## src/rtl/sync_fifo_pkg.sv

```systemverilog
// Shared constants and helpers for the programmable-threshold sync FIFO.
// Pointer wrap is explicit so DEPTH need not be a power of two.
package sync_fifo_pkg;

    localparam int DEF_DATA_WIDTH = 16;
    localparam int DEF_DEPTH      = 8;

    function automatic int cnt_width(input int depth);
        return $clog2(depth + 1);
    endfunction

    function automatic int unsigned ptr_inc(
        input int unsigned ptr,
        input int unsigned depth
    );
        return (ptr == depth - 1) ? 32'd0 : ptr + 32'd1;
    endfunction

endpackage

```

## src/rtl/sync_fifo_prog_if.sv

```systemverilog
// Write/read handshake, thresholds and status bundle of sync_fifo_prog.
// master drives requests and thresholds; slave is the FIFO.
interface sync_fifo_prog_if
    import sync_fifo_pkg::*;
#(
    parameter int DATA_WIDTH = DEF_DATA_WIDTH,
    parameter int DEPTH      = DEF_DEPTH
);
    localparam int CNT_WIDTH = cnt_width(DEPTH);

    logic                  write_en;
    logic                  read_en;
    logic [DATA_WIDTH-1:0] data_in;
    logic [CNT_WIDTH-1:0]  af_thresh;
    logic [CNT_WIDTH-1:0]  ae_thresh;
    logic [DATA_WIDTH-1:0] data_out;
    logic                  data_valid;
    logic [CNT_WIDTH-1:0]  count;
    logic                  full;
    logic                  empty;
    logic                  almost_full;
    logic                  almost_empty;
    logic                  overflow;
    logic                  underflow;

    modport master (
        output write_en, read_en, data_in, af_thresh, ae_thresh,
        input  data_out, data_valid, count, full, empty,
        input  almost_full, almost_empty, overflow, underflow
    );

    modport slave (
        input  write_en, read_en, data_in, af_thresh, ae_thresh,
        output data_out, data_valid, count, full, empty,
        output almost_full, almost_empty, overflow, underflow
    );

endinterface

```

## src/rtl/sync_fifo_mem.sv

```systemverilog
// DEPTH x DATA_WIDTH storage: one synchronous write port, one async read.
// Contents are deliberately not reset.
module sync_fifo_mem #(
    parameter int DATA_WIDTH = 16,
    parameter int DEPTH      = 8,
    parameter int PTR_WIDTH  = 3
) (
    input  logic                  clk,
    input  logic                  we,
    input  logic [PTR_WIDTH-1:0]  waddr,
    input  logic [DATA_WIDTH-1:0] wdata,
    input  logic [PTR_WIDTH-1:0]  raddr,
    output logic [DATA_WIDTH-1:0] rdata
);

    logic [DATA_WIDTH-1:0] mem [DEPTH];

    always_ff @(posedge clk) begin
        if (we) begin
            mem[waddr] <= wdata;
        end
    end

    assign rdata = mem[raddr];

endmodule

```

## src/rtl/sync_fifo_prog.sv

```systemverilog
// Single-clock FIFO with programmable almost flags and occupancy count.
// Define FIFO_FWFT_EN for first-word fall-through; default is a registered read.
module sync_fifo_prog
    import sync_fifo_pkg::*;
#(
    parameter int DATA_WIDTH = DEF_DATA_WIDTH,
    parameter int DEPTH      = DEF_DEPTH
) (
    input logic             clk,
    input logic             reset_n,
    sync_fifo_prog_if.slave bus
);

    localparam int CNT_WIDTH = cnt_width(DEPTH);
    localparam int PTR_WIDTH = $clog2(DEPTH);
    localparam logic [CNT_WIDTH-1:0] FULL_CNT = CNT_WIDTH'(DEPTH);

    logic [PTR_WIDTH-1:0]  wr_ptr;
    logic [PTR_WIDTH-1:0]  rd_ptr;
    logic [CNT_WIDTH-1:0]  count_q;
    logic [CNT_WIDTH-1:0]  count_nxt;
    logic                  full_q;
    logic                  empty_q;
    logic                  afull_q;
    logic                  aempty_q;
    logic                  ovf_q;
    logic                  unf_q;
    logic                  wr_acc;
    logic                  rd_acc;
    logic [DATA_WIDTH-1:0] rd_data;

    // A full FIFO still takes a write when a read frees the slot this edge.
    assign wr_acc = bus.write_en && (!full_q || bus.read_en);
    assign rd_acc = bus.read_en && !empty_q;

    always_comb begin
        count_nxt = count_q;
        unique case (1'b1)
            wr_acc && !rd_acc: count_nxt = count_q + 1'b1;
            rd_acc && !wr_acc: count_nxt = count_q - 1'b1;
            default:           count_nxt = count_q;
        endcase
    end

    always_ff @(posedge clk) begin
        if (!reset_n) begin
            wr_ptr   <= '0;
            rd_ptr   <= '0;
            count_q  <= '0;
            full_q   <= 1'b0;
            empty_q  <= 1'b1;
            afull_q  <= 1'b0;
            aempty_q <= 1'b1;
            ovf_q    <= 1'b0;
            unf_q    <= 1'b0;
        end else begin
            if (wr_acc) begin
                wr_ptr <= PTR_WIDTH'(ptr_inc(32'(wr_ptr), 32'(DEPTH)));
            end
            if (rd_acc) begin
                rd_ptr <= PTR_WIDTH'(ptr_inc(32'(rd_ptr), 32'(DEPTH)));
            end
            count_q  <= count_nxt;
            full_q   <= (count_nxt == FULL_CNT);
            empty_q  <= (count_nxt == '0);
            afull_q  <= (bus.af_thresh != '0) && (count_nxt >= bus.af_thresh);
            aempty_q <= (count_nxt <= bus.ae_thresh);
            ovf_q    <= bus.write_en && !wr_acc;
            unf_q    <= bus.read_en && !rd_acc;
        end
    end

    sync_fifo_mem #(
        .DATA_WIDTH(DATA_WIDTH),
        .DEPTH     (DEPTH),
        .PTR_WIDTH (PTR_WIDTH)
    ) u_mem (
        .clk  (clk),
        .we   (wr_acc),
        .waddr(wr_ptr),
        .wdata(bus.data_in),
        .raddr(rd_ptr),
        .rdata(rd_data)
    );

`ifdef FIFO_FWFT_EN
    assign bus.data_out   = empty_q ? '0 : rd_data;
    assign bus.data_valid = !empty_q;
`else
    logic [DATA_WIDTH-1:0] dout_q;
    logic                  dvalid_q;

    always_ff @(posedge clk) begin
        if (!reset_n) begin
            dout_q   <= '0;
            dvalid_q <= 1'b0;
        end else begin
            dvalid_q <= rd_acc;
            if (rd_acc) begin
                dout_q <= rd_data;
            end
        end
    end

    assign bus.data_out   = dout_q;
    assign bus.data_valid = dvalid_q;
`endif

    assign bus.count        = count_q;
    assign bus.full         = full_q;
    assign bus.empty        = empty_q;
    assign bus.almost_full  = afull_q;
    assign bus.almost_empty = aempty_q;
    assign bus.overflow     = ovf_q;
    assign bus.underflow    = unf_q;

endmodule

```

## src/flat_wrapper.sv

```systemverilog
// flat-port wrapper written by rule: the top's interface ports become plain ports
module sync_fifo_prog_flat import sync_fifo_pkg::*;
#(
    parameter int DATA_WIDTH = DEF_DATA_WIDTH,
    parameter int DEPTH      = DEF_DEPTH
)
  (clk, reset_n, bus_write_en, bus_read_en, bus_data_in, bus_af_thresh, bus_ae_thresh, bus_data_out, bus_data_valid, bus_count, bus_full, bus_empty, bus_almost_full, bus_almost_empty, bus_overflow, bus_underflow);
  sync_fifo_prog_if #(.DATA_WIDTH(DATA_WIDTH), .DEPTH(DEPTH)) bus_i ();
  input logic clk;
  input logic reset_n;
  input wire logic [$bits(bus_i.write_en)-1:0] bus_write_en;
  input wire logic [$bits(bus_i.read_en)-1:0] bus_read_en;
  input wire logic [$bits(bus_i.data_in)-1:0] bus_data_in;
  input wire logic [$bits(bus_i.af_thresh)-1:0] bus_af_thresh;
  input wire logic [$bits(bus_i.ae_thresh)-1:0] bus_ae_thresh;
  output wire logic [$bits(bus_i.data_out)-1:0] bus_data_out;
  output wire logic [$bits(bus_i.data_valid)-1:0] bus_data_valid;
  output wire logic [$bits(bus_i.count)-1:0] bus_count;
  output wire logic [$bits(bus_i.full)-1:0] bus_full;
  output wire logic [$bits(bus_i.empty)-1:0] bus_empty;
  output wire logic [$bits(bus_i.almost_full)-1:0] bus_almost_full;
  output wire logic [$bits(bus_i.almost_empty)-1:0] bus_almost_empty;
  output wire logic [$bits(bus_i.overflow)-1:0] bus_overflow;
  output wire logic [$bits(bus_i.underflow)-1:0] bus_underflow;
  assign bus_i.write_en = bus_write_en;
  assign bus_i.read_en = bus_read_en;
  assign bus_i.data_in = bus_data_in;
  assign bus_i.af_thresh = bus_af_thresh;
  assign bus_i.ae_thresh = bus_ae_thresh;
  assign bus_data_out = bus_i.data_out;
  assign bus_data_valid = bus_i.data_valid;
  assign bus_count = bus_i.count;
  assign bus_full = bus_i.full;
  assign bus_empty = bus_i.empty;
  assign bus_almost_full = bus_i.almost_full;
  assign bus_almost_empty = bus_i.almost_empty;
  assign bus_overflow = bus_i.overflow;
  assign bus_underflow = bus_i.underflow;
  sync_fifo_prog #(.DATA_WIDTH(DATA_WIDTH), .DEPTH(DEPTH)) u_core (.clk(clk), .reset_n(reset_n), .bus(bus_i));
endmodule
```

## config.mk

```make
export PLATFORM = sky130hd
export DESIGN_NAME = sync_fifo_prog_flat
export DESIGN_NICKNAME = d
export VERILOG_FILES = /design/src/rtl/sync_fifo_pkg.sv /design/src/rtl/sync_fifo_prog_if.sv /design/src/rtl/sync_fifo_mem.sv /design/src/rtl/sync_fifo_prog.sv /design/src/flat_wrapper.sv
export SDC_FILE = /design/constraint.sdc
export NUM_CORES = 1
export LEC_CHECK = 0
export CAP_MARGIN = 20
export CORE_MARGIN = 3
export CORE_UTILIZATION = 50
export CTS_BUF_LIST = sky130_fd_sc_hd__clkbuf_8
export CTS_CLUSTER_SIZE = 10
export DETAILED_ROUTE_END_ITERATION = 8
export PLACE_DENSITY = 0.7
export SLEW_MARGIN = 20
export SYNTH_ARGS = -nofsm -noshare
export SYNTH_HDL_FRONTEND = slang
export SYNTH_HIERARCHICAL = 1
export SYNTH_SLANG_ARGS = --single-unit
```

## constraint.sdc

```tcl
create_clock -name clk -period 6.8 [get_ports clk]
set_input_delay 1.36 -clock clk [delete_from_list [all_inputs] [get_ports clk]]
set_output_delay 1.36 -clock clk [all_outputs]
set_load 0.005 [all_outputs]
```

==> results of run 1 <==
## synthesized netlist by cell type (2+ instances only)
cell type,number
a21oi_1,25
and2_1,3
buf_1,3
buf_6,4
clkbuf_1,6
clkinv_1,2
dfxtp_1,33
edfxtp_1,128
ha_1,13
inv_1,8
mux2_2,17
mux4_1,28
mux4_2,4
nand2_1,41
nand2b_1,5
nor2_1,13
nor3_1,5
o21a_1,2
o21ai_1,2
xor2_1,3
## power by group through the flow
stage | registers, W | clock network [W] | logic, W
4_1_cts | 0.00117 | 0.000820 | 0.000350
3_5_place_dp | 0.00119 | 0 | 0.000347
2_1_floorplan | 0.00116 | 0 | 0.000242
5_1_grt | 0.00117 | 0.000852 | 0.000381
3_3_place_gp | 0.00119 | 0 | 0.000339
6_report | 0.00117 | 0.000797 | 0.000349
## routing by layer
metal  vias to the layer above  GRT usage [%]
met1                      1662          23.12
met5                         -              0
met4                         0          6.800
met3                        12          4.948
li1                       1583              -
met2                       111          28.11
## worst reg2reg max path, delay by kind of cell (launching register included)
kind / cells / cell delay [ps]
buffers and inverters: 3 / 540
XOR/XNOR: 1 / 300
AO/OA/AOI/OAI: 4 / 750
adder cells (fa/ha/maj): 2 / 650
AND/OR/NAND/NOR: 2 / 750
flip-flops: 1 / 420
## worst paths after layout
kind,end,slack (ps),start,depth (start not counted)
worst min-delay path,u_core/bus.data_out[6]$_SDFFE_PN0P_,460,u_core/bus.data_out[6]$_SDFFE_PN0P_,2
worst max register to register,u_core/bus.almost_full$_SDFF_PN0_,3280,u_core/bus.empty$_SDFF_PN1_,12
worst max-delay path,u_core/bus.almost_full$_SDFF_PN0_,2260,bus_read_en,13
worst min register to register,u_core/bus.data_out[6]$_SDFFE_PN0P_,460,u_core/bus.data_out[6]$_SDFFE_PN0P_,2
## metrics by stage
step	std cells	setup WS [ps]
6_report	613	2257
5_1_grt	613	2051
4_1_cts	612	2288
3_5_place_dp	580	1824
3_3_place_gp	580	1898
2_1_floorplan	365	2903
## logic make-up (layout without fill, tap and decap cells)
logic type / count (synthesis) / in the layout
DFF: 161 / 161
and+or+nand+nor: 76 / 76
muxes: 49 / 49
AOI/OAI and AO/OA: 38 / 38
buffers and inverters: 24 / 104
adders and majority gates: 13 / 13
xor gates and xnor gates: 4 / 4
## cell type report
class,instances,area (sq um),share of cell area (%)
inverter,10,37.54,0.4891
timing repair buffer,62,608.1,7.923
sequential,161,4507,58.72
clock buffer,19,261.5,3.407
clock inverter,13,210.2,2.739
tap,168,210.2,2.739
multi-input combinational,180,1841,23.98
## state kept, by name (all words and copies together), names as in the netlist
register                 count
u_core/bus.underflow         1
u_core/bus.count             4
u_core/bus.data_out         16
u_core/bus.data_valid        1
u_core/rd_ptr                3
u_core/u_mem/mem           128
u_core/bus.full              1
u_core/bus.almost_full       1
u_core/bus.overflow          1
u_core/bus.almost_empty      1
u_core/wr_ptr                3
u_core/bus.empty             1
==> impl_metrics.tcl, run 1 <==
set metrics [dict create \
    h-tree-depth 4 \
    wl_met3_um 828 \
    top_layer_used "met4" \
    crit_path_top_delay_cell "or2b_1" \
    io-pin-count 55 \
    finalHoldViolations 0 \
    post_cts.repair.setup_buffers 0 \
    yosys.area.top_type "edfxtp_1" \
    arrival_ps 4880 \
    final_cell_mix "128 x edfxtp_1, 54 x clkdlybuf4s50_1, 41 x nand2_1" \
    holdWs_ps 461.5 \
    root_buffer "clkbuf_8" \
    hpwl_mm 7.183 \
    synthFlopType "edfxtp_1" \
    vdd_ir_drop_max_mv 0.2692 \
    synthXorXnorAreaFrac_pct 0.5437 \
    sw_frac_of_total_pct 23.64 \
    nFillCells 914 \
    postSynthCellCount 365 \
    maxSlewViolCount 0 \
    syn_area_sq_um 6444 \
    synth_top_family_by_area "multiplexers" \
    synth_top_area_share_pct 59.65 \
    path_cells "clkdlybuf4s50_1, or2b_1, clkinv_1, buf_4, ha_1, xnor2_1, inv_1, ha_1, nand2b_1, a21o_1, a21oi_1, o221a_1, a2111oi_2" \
    max_stage_delay_ps 700 \
    grt.total_usage_pct 17.59 \
    critical_path_class "input pin to register" \
    power_density_nw_per_um2 301.1 \
    final_util_pct 62.34 \
    avgViaCountPerCell 5.494 \
    drtIter0Drc 192 \
    async_flop_share_pct 0 \
    worst_slew_pin_slew_ps 1049 \
    portBuffers 54 \
    wl_met2_mm 5.792 \
    grt_pass1_wl_mm 18.37 \
    syn_avg_cell_area_sq_um 17.65 \
    post_cts_resized 0 \
    grt-ovfl-total 0 \
    tritoncts "built" \
    yosys_warnings 6 \
    p_clk_share_pct 34.5 \
    ant_nets 0 \
    finalCritPeriodShare_pct 66.80 \
    syn-num-nets 406 \
    max_slew_margin_pct 29.82 \
    setup_tns_ps 0 \
    hold_buffers 0 \
    final_nets 473 \
    vias 3368 \
    drt_wl_total_mm 11.90 \
    synthAdderAreaFrac_pct 2.524 \
    ys_ff_latch 161 \
    row_count 40 \
    cp_top_family "buffers and inverters" \
    final_common_cell "edfxtp_1" \
    coreArea_sq_um 12310 \
    synth_edf_count 128 \
    antenna_found_initial 0 \
    min_path_type "register to register" \
    synth-simple-area-share_pct 5.534 \
    area_growth_pct 19.11 \
    worst_clock_skew_ps 11.80 \
    power.switching_w 0.0005463 \
    dpl-instance-area_sq_um 7188 \
    combPwrFrac_pct 15.1 \
    critPathCaptureType "register" \
    post-route-drc-count 0 \
    diodes 0 \
    drt-pass1-iter-count 4 \
    die_h_um 119.5 \
    ys_types 40 \
    maxCapViolations 0 \
    cts_buffer_depth 2 \
    critPathMaxFanout 22 \
    clock_latency_ps 450 \
    ys_top_cells_by_area "edfxtp_1 60%, mux4_1 11%, dfxtp_1 10%" \
    p_seq_share_pct 50.4 \
    place_congestion 0.7871 \
    wl_per_cell_um 19.42 \
    grt_pass1_vias 3282 \
    die_width_um 119.5 \
    cp.required_ps 7130 \
    ys_seq_area_share_pct 69.90 \
    start_util_pct 52.34 \
    grt_max_degree 36 \
    drive_gt1_share_pct 15.96 \
    p_leak_nw 2.598 \
    status "complete, no violations" \
    wl_met1_mm 5.129 \
    timing.fmax_ghz 0.2201 \
    p_int_w 0.001765 \
    startpoint_type "input pin" \
    path_clk_slew_ps 80 \
    finalSetupViolations 0 \
    cts_made_buffers 17 \
    synth-compound-area-share_pct 3.825 \
    critPathBufInv 4 \
    muxShareOfSynthArea_pct 15.79 \
    cp_common_cell "ha_1" \
    p_total_w 0.002311 \
    clock_sinks 161 \
    final_area_sq_um 7675 \
    dieArea_sq_um 14290 \
    rsz0062_at_grt "no" \
    min_period_ps 4543 \
]
No activity file was read; power rests on OpenSTA's default activity.
==> run 2: changes to the inputs <==
==> constraint.sdc (replaced) <==
create_clock -name clk -period 4.2 [get_ports clk]
set_input_delay 0.84 -clock clk [delete_from_list [all_inputs] [get_ports clk]]
set_output_delay 0.84 -clock clk [all_outputs]
set_load 0.005 [all_outputs]
==> impl_metrics.tcl, run 2 (synthesis gave the netlist of run 1 again) <==
set metrics [dict create \
    path_clk_slew_ps 80 \
    power_density_nw_per_um2 468.7 \
    holdWs_ps 456.1 \
    min_path_type "register to register" \
    final_cell_mix "128 x edfxtp_1, 54 x clkdlybuf4s50_1, 41 x nand2_1" \
    multiInputGateArea_sq_um 1828 \
    antenna_found_initial 0 \
    grt_pass1_vias 3398 \
    h-tree-depth 4 \
    cp.required_ps 4490 \
    area_growth_pct 18.54 \
    start_util_pct 52.34 \
    avgViaCountPerCell 5.486 \
    largest_reg_flops 128 \
    finalSetupViolations 0 \
    post-route-drc-count 0 \
    worst_slew_pin_slew_ps 1093 \
    grt_pass1_wl_mm 18.28 \
    critPathCaptureType "register" \
    diodes 0 \
    maxSlewViolCount 0 \
    root_buffer "clkbuf_8" \
    cts_made_buffers 17 \
    p_leak_nw 2.578 \
    startpoint_type "input pin" \
    place_congestion 0.7645 \
    grt.total_usage_pct 17.18 \
    drt-pass1-iter-count 4 \
    post_cts.repair.setup_buffers 0 \
    worst_clock_skew_ps 12.47 \
    status "complete, no violations" \
    nFillCells 925 \
    max_slew_margin_pct 27.15 \
    min_period_ps 3374 \
    arrival_ps 3670 \
    dieArea_sq_um 14290 \
    wl_per_cell_um 19.02 \
    portBuffers 54 \
    drtIter0Drc 179 \
    coreArea_sq_um 12310 \
    io-pin-count 55 \
    critical_path_class "input pin to register" \
    cts_buffer_depth 2 \
    hold_buffers 0 \
    hpwl_mm 6.929 \
    rsz0062_at_grt "no" \
    clock_latency_ps 440 \
    row_count 40 \
    tritoncts "built" \
    drive_gt1_share_pct 15.66 \
    vias 3374 \
    critPathMaxFanout 7 \
    grt-ovfl-total 0 \
    final_nets 475 \
    vdd_ir_drop_max_mv 0.4508 \
    ant_nets 0 \
    finalHoldViolations 0 \
    post_cts_resized 0 \
    die_h_um 119.5 \
    die_width_um 119.5 \
    final_common_cell "edfxtp_1" \
    final_area_sq_um 7639 \
    seq_area_sq_um 4507 \
    grt_max_degree 36 \
    largest_register "u_core/u_mem/mem" \
    finalCritPeriodShare_pct 80.34 \
    maxCapViolations 0 \
    setup_tns_ps 0 \
    timing.fmax_ghz 0.2964 \
    drt_wl_total_mm 11.70 \
    clock_sinks 161 \
    dpl-instance-area_sq_um 7236 \
]
[run 2: changes by cell type in the layout (fill, tap and decap cells not counted), sizes merged]
cell / previous run / this run
bufinv: 5 / 3
clkinv: 8 / 6
buf: 8 / 10
clkbuf: 19 / 17
clkinvlp: 1 / 4
inv: 9 / 12
[run 2: worst paths after layout]
| check | from | endpoint | slack, ps | cells after the start |
|---|---|---|---|---|
| max reg2reg | u_core/bus.full$_SDFF_PN0_ | u_core/bus.almost_full$_SDFF_PN0_ | 1330 | 11 |
| min | u_core/bus.data_out[6]$_SDFFE_PN0P_ | u_core/bus.data_out[6]$_SDFFE_PN0P_ | 460 | 2 |
| min reg2reg | u_core/bus.data_out[6]$_SDFFE_PN0P_ | u_core/bus.data_out[6]$_SDFFE_PN0P_ | 460 | 2 |
| max | bus_read_en | u_core/bus.almost_full$_SDFF_PN0_ | 830 | 11 |
[run 2: cell type report]
class | count | area share (%)
Multi-Input combinational cell | 180 | 23.93
Clock inverter | 15 | 2.211
Tap cell | 168 | 2.752
Timing Repair Buffer | 64 | 8.550
Inverter | 10 | 0.4914
Sequential cell | 161 | 59.00
Clock buffer | 17 | 3.063
[run 2: worst max-delay path, stage by stage]
cell             delay [ps]
clkdlybuf4s50_1         470
o21ai_1                 420
ha_1                    380
xnor2_1                 310
inv_1                   130
ha_1                    280
nand2b_1                140
a21o_1                  170
a21oi_1                 220
o221a_1                 240
a2111oi_2                50
[run 2: power breakdown]
part	switching [W]	internal, W
clock	0.000548	0.000584
sequential	0.0000872	0.00179
combinational	0.000244	0.000322
[run 2: routing by layer]
metal | vias up | GRT usage (%) | routed length (um) | part of all wire (%)
met1 | 1698 | 21.96 | 5113 | 44
met2 | 90 | 28.92 | 5860 | 50
li1 | 1578 | - | - | -
met5 | - | 0 | 0 | 0
met4 | 0 | 5.440 | 93 | 0.80
met3 | 8 | 4.571 | 630 | 5.4
[run 2: metrics by stage]
step                util (%)  cells  power (W)  setup slack, ps
finish                 62.04    615   0.003580            825.9
floorplan                  -    365   0.002268            822.5
global placement       58.77    583   0.002475            464.4
CTS                    62.04    615   0.003614            843.2
global route           62.04    615   0.003740            619.8
detailed placement     58.77    583   0.002488            391.6
==> run 3: changes to the inputs <==
==> constraint.sdc (replaced) <==
create_clock -name clk -period 3.3 [get_ports clk]
set_input_delay 0.66 -clock clk [delete_from_list [all_inputs] [get_ports clk]]
set_output_delay 0.66 -clock clk [all_outputs]
set_load 0.005 [all_outputs]
==> impl_metrics.tcl, run 3 (synthesis gave the netlist of run 1 again) <==
set metrics [dict create \
    rsz0062_at_grt "no" \
    hpwl_mm 7.849 \
    cp.required_ps 3640 \
    min_path_type "register to register" \
    finalSetupViolations 0 \
    status "complete, no violations" \
    holdWs_ps 455.1 \
    critPathMaxFanout 5 \
    tritoncts "built" \
    vdd_ir_drop_max_mv 0.4002 \
    coreArea_sq_um 12310 \
    drive_gt1_share_pct 19.02 \
    drtIter0Drc 173 \
    place_ws_ps -13.66 \
    antenna_found_initial 0 \
    h-tree-depth 4 \
    largest_reg_flops 128 \
    wl_per_cell_um 18.96 \
    p_leak_nw 2.715 \
    nFillCells 939 \
    final_nets 496 \
    worst_clock_skew_ps 6.485 \
    layout_setup_ws_ps 375.5 \
    io-pin-count 55 \
    finalCritPeriodShare_pct 88.62 \
    cts_buffer_depth 2 \
    critical_path_class "input pin to register" \
    power.switching_w 0.001112 \
    dieArea_sq_um 14290 \
    die_width_um 119.5 \
    clock_sinks 161 \
    final_util_pct 63.47 \
    max_slew_margin_pct 45.88 \
    maxSlewViolCount 0 \
    arrival_ps 3260 \
    critPathCaptureType "register" \
    largest_register "u_core/u_mem/mem" \
    final_area_sq_um 7814 \
    post_cts_resized 0 \
    sw_frac_of_total_pct 23.36 \
    place_congestion 0.8281 \
    area_growth_pct 21.26 \
    path_clk_slew_ps 80 \
    timing.fmax_ghz 0.3419 \
    root_buffer "clkbuf_8" \
    power_density_nw_per_um2 609.2 \
    maxCapViolations 0 \
    startpoint_type "input pin" \
    p_total_w 0.004760 \
    post_cts.repair.setup_buffers 0 \
    diodes 0 \
    row_count 40 \
    ant_nets 0 \
    clock_latency_ps 430 \
    finalHoldViolations 0 \
    drt-pass1-iter-count 4 \
    cts_made_buffers 17 \
    p_seq_share_pct 49.8 \
    grt_pass1_vias 3567 \
    drt_wl_total_mm 12.06 \
    p_clk_share_pct 32.5 \
    start_util_pct 52.34 \
    die_h_um 119.5 \
    post-route-drc-count 0 \
    grt-ovfl-total 0 \
    dpl-instance-area_sq_um 7380 \
    worst_slew_pin_slew_ps 810.8 \
    min_period_ps 2924 \
    hold_buffers 0 \
    combPwrFrac_pct 17.7 \
    grt_pass1_wl_mm 19.35 \
    vias 3439 \
    portBuffers 54 \
    grt.total_usage_pct 18.36 \
    grt_max_degree 22 \
    final_common_cell "edfxtp_1" \
    final_cell_mix "128 x edfxtp_1, 54 x clkdlybuf4s50_1, 41 x nand2_1" \
    p_int_w 0.003648 \
    avgViaCountPerCell 5.407 \
    seq_area_sq_um 4506 \
    multiInputGateArea_sq_um 1828 \
]
-- run 3: power groups by stage --
stage / Sequential [W] / Clock, W / Combinational, W
2_1_floorplan: 0.00239 / 0 / 0.000498
3_3_place_gp: 0.00241 / 0 / 0.000822
3_5_place_dp: 0.00242 / 0 / 0.000840
4_1_cts: 0.00237 / 0.00158 / 0.000845
5_1_grt: 0.00238 / 0.00166 / 0.000928
6_report: 0.00237 / 0.00155 / 0.000843
-- run 3: per-stage QoR --
step / std cells / setup TNS, ps
after CTS: 636 / 0
after global placement: 604 / 0
final: 636 / 0
after detailed placement: 604 / -13.66
after global routing: 636 / 0
after floorplan: 365 / 0
-- run 3: worst paths after layout --
path	start	endpoint	slack, ps	depth (start not counted)
worst max-delay path	bus_read_en	u_core/bus.almost_full$_SDFF_PN0_	380	12
worst min-delay path	u_core/bus.data_out[3]$_SDFFE_PN0P_	u_core/bus.data_out[3]$_SDFFE_PN0P_	460	2
worst max register to register	u_core/bus.empty$_SDFF_PN1_	u_core/bus.almost_full$_SDFF_PN0_	740	11
worst min register to register	u_core/bus.data_out[3]$_SDFFE_PN0P_	u_core/bus.data_out[3]$_SDFFE_PN0P_	460	2
-- run 3: routing by layer --
metal / share of wire (%) / track usage (%) / wire [um]
met3: 4.7 / 3.817 / 565
met2: 51 / 30.51 / 6172
met4: 0.96 / 8.590 / 116
met1: 43 / 23.32 / 5206
met5: 0 / 0 / 0
-- run 3: critical path: stages --
cell and delay, ps:
clkdlybuf4s50_1 540, or2b_1 260, clkinv_1 60, ha_1 280
xnor2_1 230, inv_1 110, ha_1 280, nand2b_1 100
a21o_1 120, a21oi_1 90, o221a_1 240, a2111oi_2 310
-- run 3: area by class of cell --
type	instances	area share [%]
multi-input cells	180	23.39
well taps	168	2.690
clock buffers	17	2.994
flip-flops and latches	161	57.66
clock inverters	15	2.562
inverters	10	0.4804
repair buffers	85	10.22
==> RTL change 1 (config.mk and constraints of run 2) <==
Change the package constant `DEF_DATA_WIDTH` from 16 to 32.
--- a/src/rtl/sync_fifo_pkg.sv
+++ b/src/rtl/sync_fifo_pkg.sv
@@ -2,7 +2,7 @@
 // Pointer wrap is explicit so DEPTH need not be a power of two.
 package sync_fifo_pkg;
 
-    localparam int DEF_DATA_WIDTH = 16;
+    localparam int DEF_DATA_WIDTH = 32;
     localparam int DEF_DEPTH      = 8;
 
     function automatic int cnt_width(input int depth);
Interface: changed (resized bus_data_in and bus_data_out); port bits go from 55 to 87. The function was not compared with the original's and may differ.
==> RTL change 1 against run 2 <==
- clock power grew 120%
- cell area increased by 86%
- maximum frequency increased by 4.7%
- wire length is 100% higher
- sequential cell count rose by 144
- sequential share of layout area is 2.2 points higher
- area after synthesis up 84%
- final cell count up 79%
- worst setup slack better by 0.15 ns
- total power grew 85%
- largest power group unchanged
- highest routed layer unchanged
==> RTL change 1: results (changes against run 2) <==
* **first-pass GRT wire length** 36,690 um, was 18,280 um
* **vias per cell** 5.520, was 5.486
* **Unique masters post-synth** 42, was 40
* **share of post-route cells with drive strength above 1** 0.2005, was 0.1566
* **hold_sp** u_core/bus.data_out[26]$_SDFFE_PN0P_, was u_core/bus.data_out[6]$_SDFFE_PN0P_
* **Placed Area** 0.01317 sq mm, was 0.007236 sq mm
* **Commonest cells post-synth** 256 x sky130_fd_sc_hd__edfxtp_1, 74 x sky130_fd_sc_hd__nand2_1, 49 x sky130_fd_sc_hd__dfxtp_1, was 128 x sky130_fd_sc_hd__edfxtp_1, 41 x sky130_fd_sc_hd__nand2_1, 33 x sky130_fd_sc_hd__dfxtp_1
* **GPL Wtd Cong** 0.8536, was 0.7645
* **Post-layout nets** 805, was 475
* **sequential fraction of design power** 0.522, was 0.526
* **sequential-to-total area share from yosys stat** 0.7313, was 0.6990
* **Final Skew** 0.01663 ns, was 0.01247 ns
* **xor and xnor area share after synthesis** 0.002217, was 0.005437
* **power in the clock group** 2.53 mW, was 1.13 mW
* **Initial DRC Count** 510, was 179
* **highest ir drop seen on vdd** 0.2526 mV, was 0.4508 mV
* **detailed route wirelength on metal2** 12,020 um, was 5860 um
* **area of all placed cells without fillers** 0.01418 sq mm, was 0.007639 sq mm
* **Adder-Cell Fraction of Synth Area** 0.01372, was 0.02524
* **number of cells produced by synthesis** 626, was 365
* **leakage** 4.711 nW, was 2.578 nW
* **Min Clock Period, post-route** 3.224 ns, was 3.374 ns
* **PortBufs** 86, was 54
* **Critical Path AT** 3.61 ns, was 3.67 ns
* **Reg clk slew, reported paths** 0.06 ns, was 0.08 ns
* **Net Count, Synth** 683, was 406
* **worst hold endpoint** u_core/bus.data_out[26]$_SDFFE_PN0P_, was u_core/bus.data_out[6]$_SDFFE_PN0P_
* **Placement Setup Slack** 0.4913 ns, was 0.3916 ns
* **total via count in the routed design** 6,078, was 3,374
* **total of fill cells in the finished design** 1,654, was 925
* **switching power total** 1.472 mW, was 0.8791 mW
* **Skew-Pair Late Insertion Delay** 0.54 ns, was 0.44 ns
* **Met1 Routed Length** 9634 um, was 5113 um
* **Synth Area in Compound Gates** 0.02745, was 0.03825
* **number of global-route vias before repair** 6,479, was 3,398
* **result of the run** finished, final reports clean, unchanged
* **number of enable flip-flop cells after synthesis** 256, was 128
* **largest cells by area after synthesis** sky130_fd_sc_hd__edfxtp_1 65%, sky130_fd_sc_hd__mux4_1 8.9%, sky130_fd_sc_hd__dfxtp_1 8.3%, sky130_fd_sc_hd__mux4_2 4.6%, sky130_fd_sc_hd__mux2_2 3.0%, was sky130_fd_sc_hd__edfxtp_1 60%, sky130_fd_sc_hd__mux4_1 11%, sky130_fd_sc_hd__dfxtp_1 10%, sky130_fd_sc_hd__mux2_2 3.0%, sky130_fd_sc_hd__ha_1 2.5%
* **Worst R2R Setup Slack** 1.40 ns, was 1.33 ns
* **met3 layer wire length in the routed design** 1506 um, was 630 um
## RTL change 1: cells by family after synthesis
group / Yosys count
DFF: 305
and+or+nand+nor: 113
muxes: 97
AOI/OAI and AO/OA: 55
buffers and inverters: 40
adders and majority gates: 13
xor gates and xnor gates: 3
## RTL change 1: metal layers
layer  vias to the layer above  GRT usage
li1                       2758          -
met1                      3114     0.2427
met2                       177     0.3179
met3                        29    0.04202
met4                         0    0.05049
met5                         -          0
## RTL change 1: tightest hold or removal path: cells and delay by family (launching register included)
family	cells	cell delay, ns
compound gates	1	0.05
simple gates	1	0.05
flops	1	0.31
## RTL change 1: final cells by class
cell class                 instances  share of cell area
sequential                       305              0.6117
inverter                          11            0.002912
timing repair buffer             101             0.07305
clock buffer                      54             0.05241
tap                              313             0.02762
multi-input combinational        281              0.2136
clock inverter                    36             0.01870
==> RTL change 2 (settings of run 2) <==
Made on the original files. Reset style: asynchronous (`reset_n`), changed in 2 clocked blocks.
--- a/src/rtl/sync_fifo_prog.sv
+++ b/src/rtl/sync_fifo_prog.sv
@@ -42,7 +42,7 @@
         endcase
     end
 
-    always_ff @(posedge clk) begin
+    always_ff @(posedge clk or negedge reset_n) begin
         if (!reset_n) begin
             wr_ptr   <= '0;
             rd_ptr   <= '0;
@@ -90,7 +90,7 @@
     logic [DATA_WIDTH-1:0] dout_q;
     logic                  dvalid_q;
 
-    always_ff @(posedge clk) begin
+    always_ff @(posedge clk or negedge reset_n) begin
         if (!reset_n) begin
             dout_q   <= '0;
             dvalid_q <= 1'b0;
Formal check against the unedited RTL: differs if reset_n is asserted again (counterexample within 4 cycles, from zero or initial values and one cycle with reset_n low); with reset_n held inactive, the same outputs for 10 cycles.
==> RTL change 2 against run 2 <==
- sequential cell count stayed put
- worst setup slack better by 0.15 ns
- via count is 3.9% lower
- final cell count is 4.6% lower
- wire length is 0.75% lower
- cell area is 1.2% higher
- area after synthesis is 2.5% higher
- critical endpoint is now u_core/bus.almost_empty$_DFF_PN1_
- largest cell class unchanged
- highest routed layer unchanged
Power is not compared: it rests on default switching activity, and its combinational part moved more than twofold at a synthesized area within 25%.
==> RTL change 2: results (changes against run 2) <==
* **capture point of the worst reg-to-reg path** u_core/bus.almost_empty$_DFF_PN1_, was u_core/bus.almost_full$_SDFF_PN0_
* **detailed route wirelength on metal2** 5850 um, was 5860 um
* **overall fraction of global-route tracks in use** 0.1730, was 0.1718
* **worst slack on hold paths** 0.5074 ns, was 0.4561 ns
* **Min-Delay Path Class** in2async, was reg2reg
* **multiplexer fraction of the synthesized cell area** 0.1877, was 0.1579
* **Net Count, Synth** 371, was 406
* **largest cells by area after synthesis** sky130_fd_sc_hd__edfxtp_1 58%, sky130_fd_sc_hd__dfrtp_1 12%, sky130_fd_sc_hd__mux4_1 11%, sky130_fd_sc_hd__mux2_2 6.0%, sky130_fd_sc_hd__ha_1 2.5%, was sky130_fd_sc_hd__edfxtp_1 60%, sky130_fd_sc_hd__mux4_1 11%, sky130_fd_sc_hd__dfxtp_1 10%, sky130_fd_sc_hd__mux2_2 3.0%, sky130_fd_sc_hd__ha_1 2.5%
* **Worst Reg2Reg Path Length in Cells** 8, was 11
* **R2R Path Start** u_core/bus.full$_DFF_PN0_, was u_core/bus.full$_SDFF_PN0_
* **Initial DRC Count** 196, was 179
* **Critical Path AT** 3.61 ns, was 3.67 ns
* **Final Skew** 0.006939 ns, was 0.01247 ns
* **vias per cell** 5.526, was 5.486
* **Synth Area in Compound Gates** 0.01723, was 0.03825
* **Unique masters post-synth** 42, was 40
* **first-pass GRT wire length** 18,550 um, was 18,280 um
* **global-route track usage on met3** 0.04336, was 0.04571
* **fraction of synthesis flops using an asynchronous set or reset pin** 0.2050, was 0
* **Adder-Cell Fraction of Synth Area** 0.02462, was 0.02524
* **Worst path top cell family by delay** XOR/XNOR gates, was compound AO/OA/AOI/OAI gates
* **Commonest cells post-synth** 128 x sky130_fd_sc_hd__edfxtp_1, 35 x sky130_fd_sc_hd__mux2_2, 31 x sky130_fd_sc_hd__dfrtp_1, was 128 x sky130_fd_sc_hd__edfxtp_1, 41 x sky130_fd_sc_hd__nand2_1, 33 x sky130_fd_sc_hd__dfxtp_1
* **GPL Wtd Cong** 0.7678, was 0.7645
* **met3 layer wire length in the routed design** 483 um, was 630 um
* **half-perimeter wire length of the detailed placement result** 7050 um, was 6929 um
* **fraction of met1 tracks used by global routing** 0.2220, was 0.2196
* **met2 usage** 0.2841, was 0.2892
* **number of global-route vias before repair** 3,444, was 3,398
* **result of the run** finished, final reports clean, unchanged
-- RTL change 2: worst max-delay path by stage --
| stage | start | end | slack [ns] | depth (start not counted) |
|---|---|---|---|---|
| detailed placement | bus_read_en | u_core/bus.almost_empty$_DFF_PN1_ | 0.52 | 9 |
| global route | bus_read_en | u_core/bus.almost_empty$_DFF_PN1_ | 0.83 | 13 |
| CTS | bus_read_en | u_core/bus.almost_empty$_DFF_PN1_ | 1.01 | 9 |
| floorplan | bus_read_en | u_core/bus.almost_empty$_DFF_PN1_ | 1.18 | 8 |
| finish | bus_read_en | u_core/bus.almost_empty$_DFF_PN1_ | 0.97 | 13 |
| global placement | bus_read_en | u_core/bus.almost_empty$_DFF_PN1_ | 0.61 | 13 |
-- RTL change 2: metrics by stage --
stage / power, mW / util / setup WS, ns / instance area, sq um / cells
3_3_place_gp: 3.949 / 0.5788 / 0.6135 / 7393 / 556
2_1_floorplan: 3.401 / - / 1.184 / 6606 / 330
3_5_place_dp: 4.004 / 0.5788 / 0.5184 / 7393 / 556
6_report: 4.912 / 0.6052 / 0.9710 / 7730 / 587
4_1_cts: 4.987 / 0.6052 / 1.006 / 7730 / 587
5_1_grt: 5.233 / 0.6052 / 0.8308 / 7730 / 587
-- RTL change 2: area by class of cell --
cell class              count  area [sq um]
clock inverters            14         102.6
fillers                   934          5044
well taps                 172         215.2
flip-flops and latches    161          4672
clock buffers              17         234.0
multi-input cells         146          1827
repair buffers             66         638.1
inverters                  11         41.29
-- RTL change 2: kinds of logic after synthesis --
logic type,count (synthesis)
AND/OR/NAND/NOR,44
multiplexers,69
XOR/XNOR,4
AO/OA/AOI/OAI,16
adder cells (fa/ha/maj),13
buffers and inverters,23
flip-flops,161
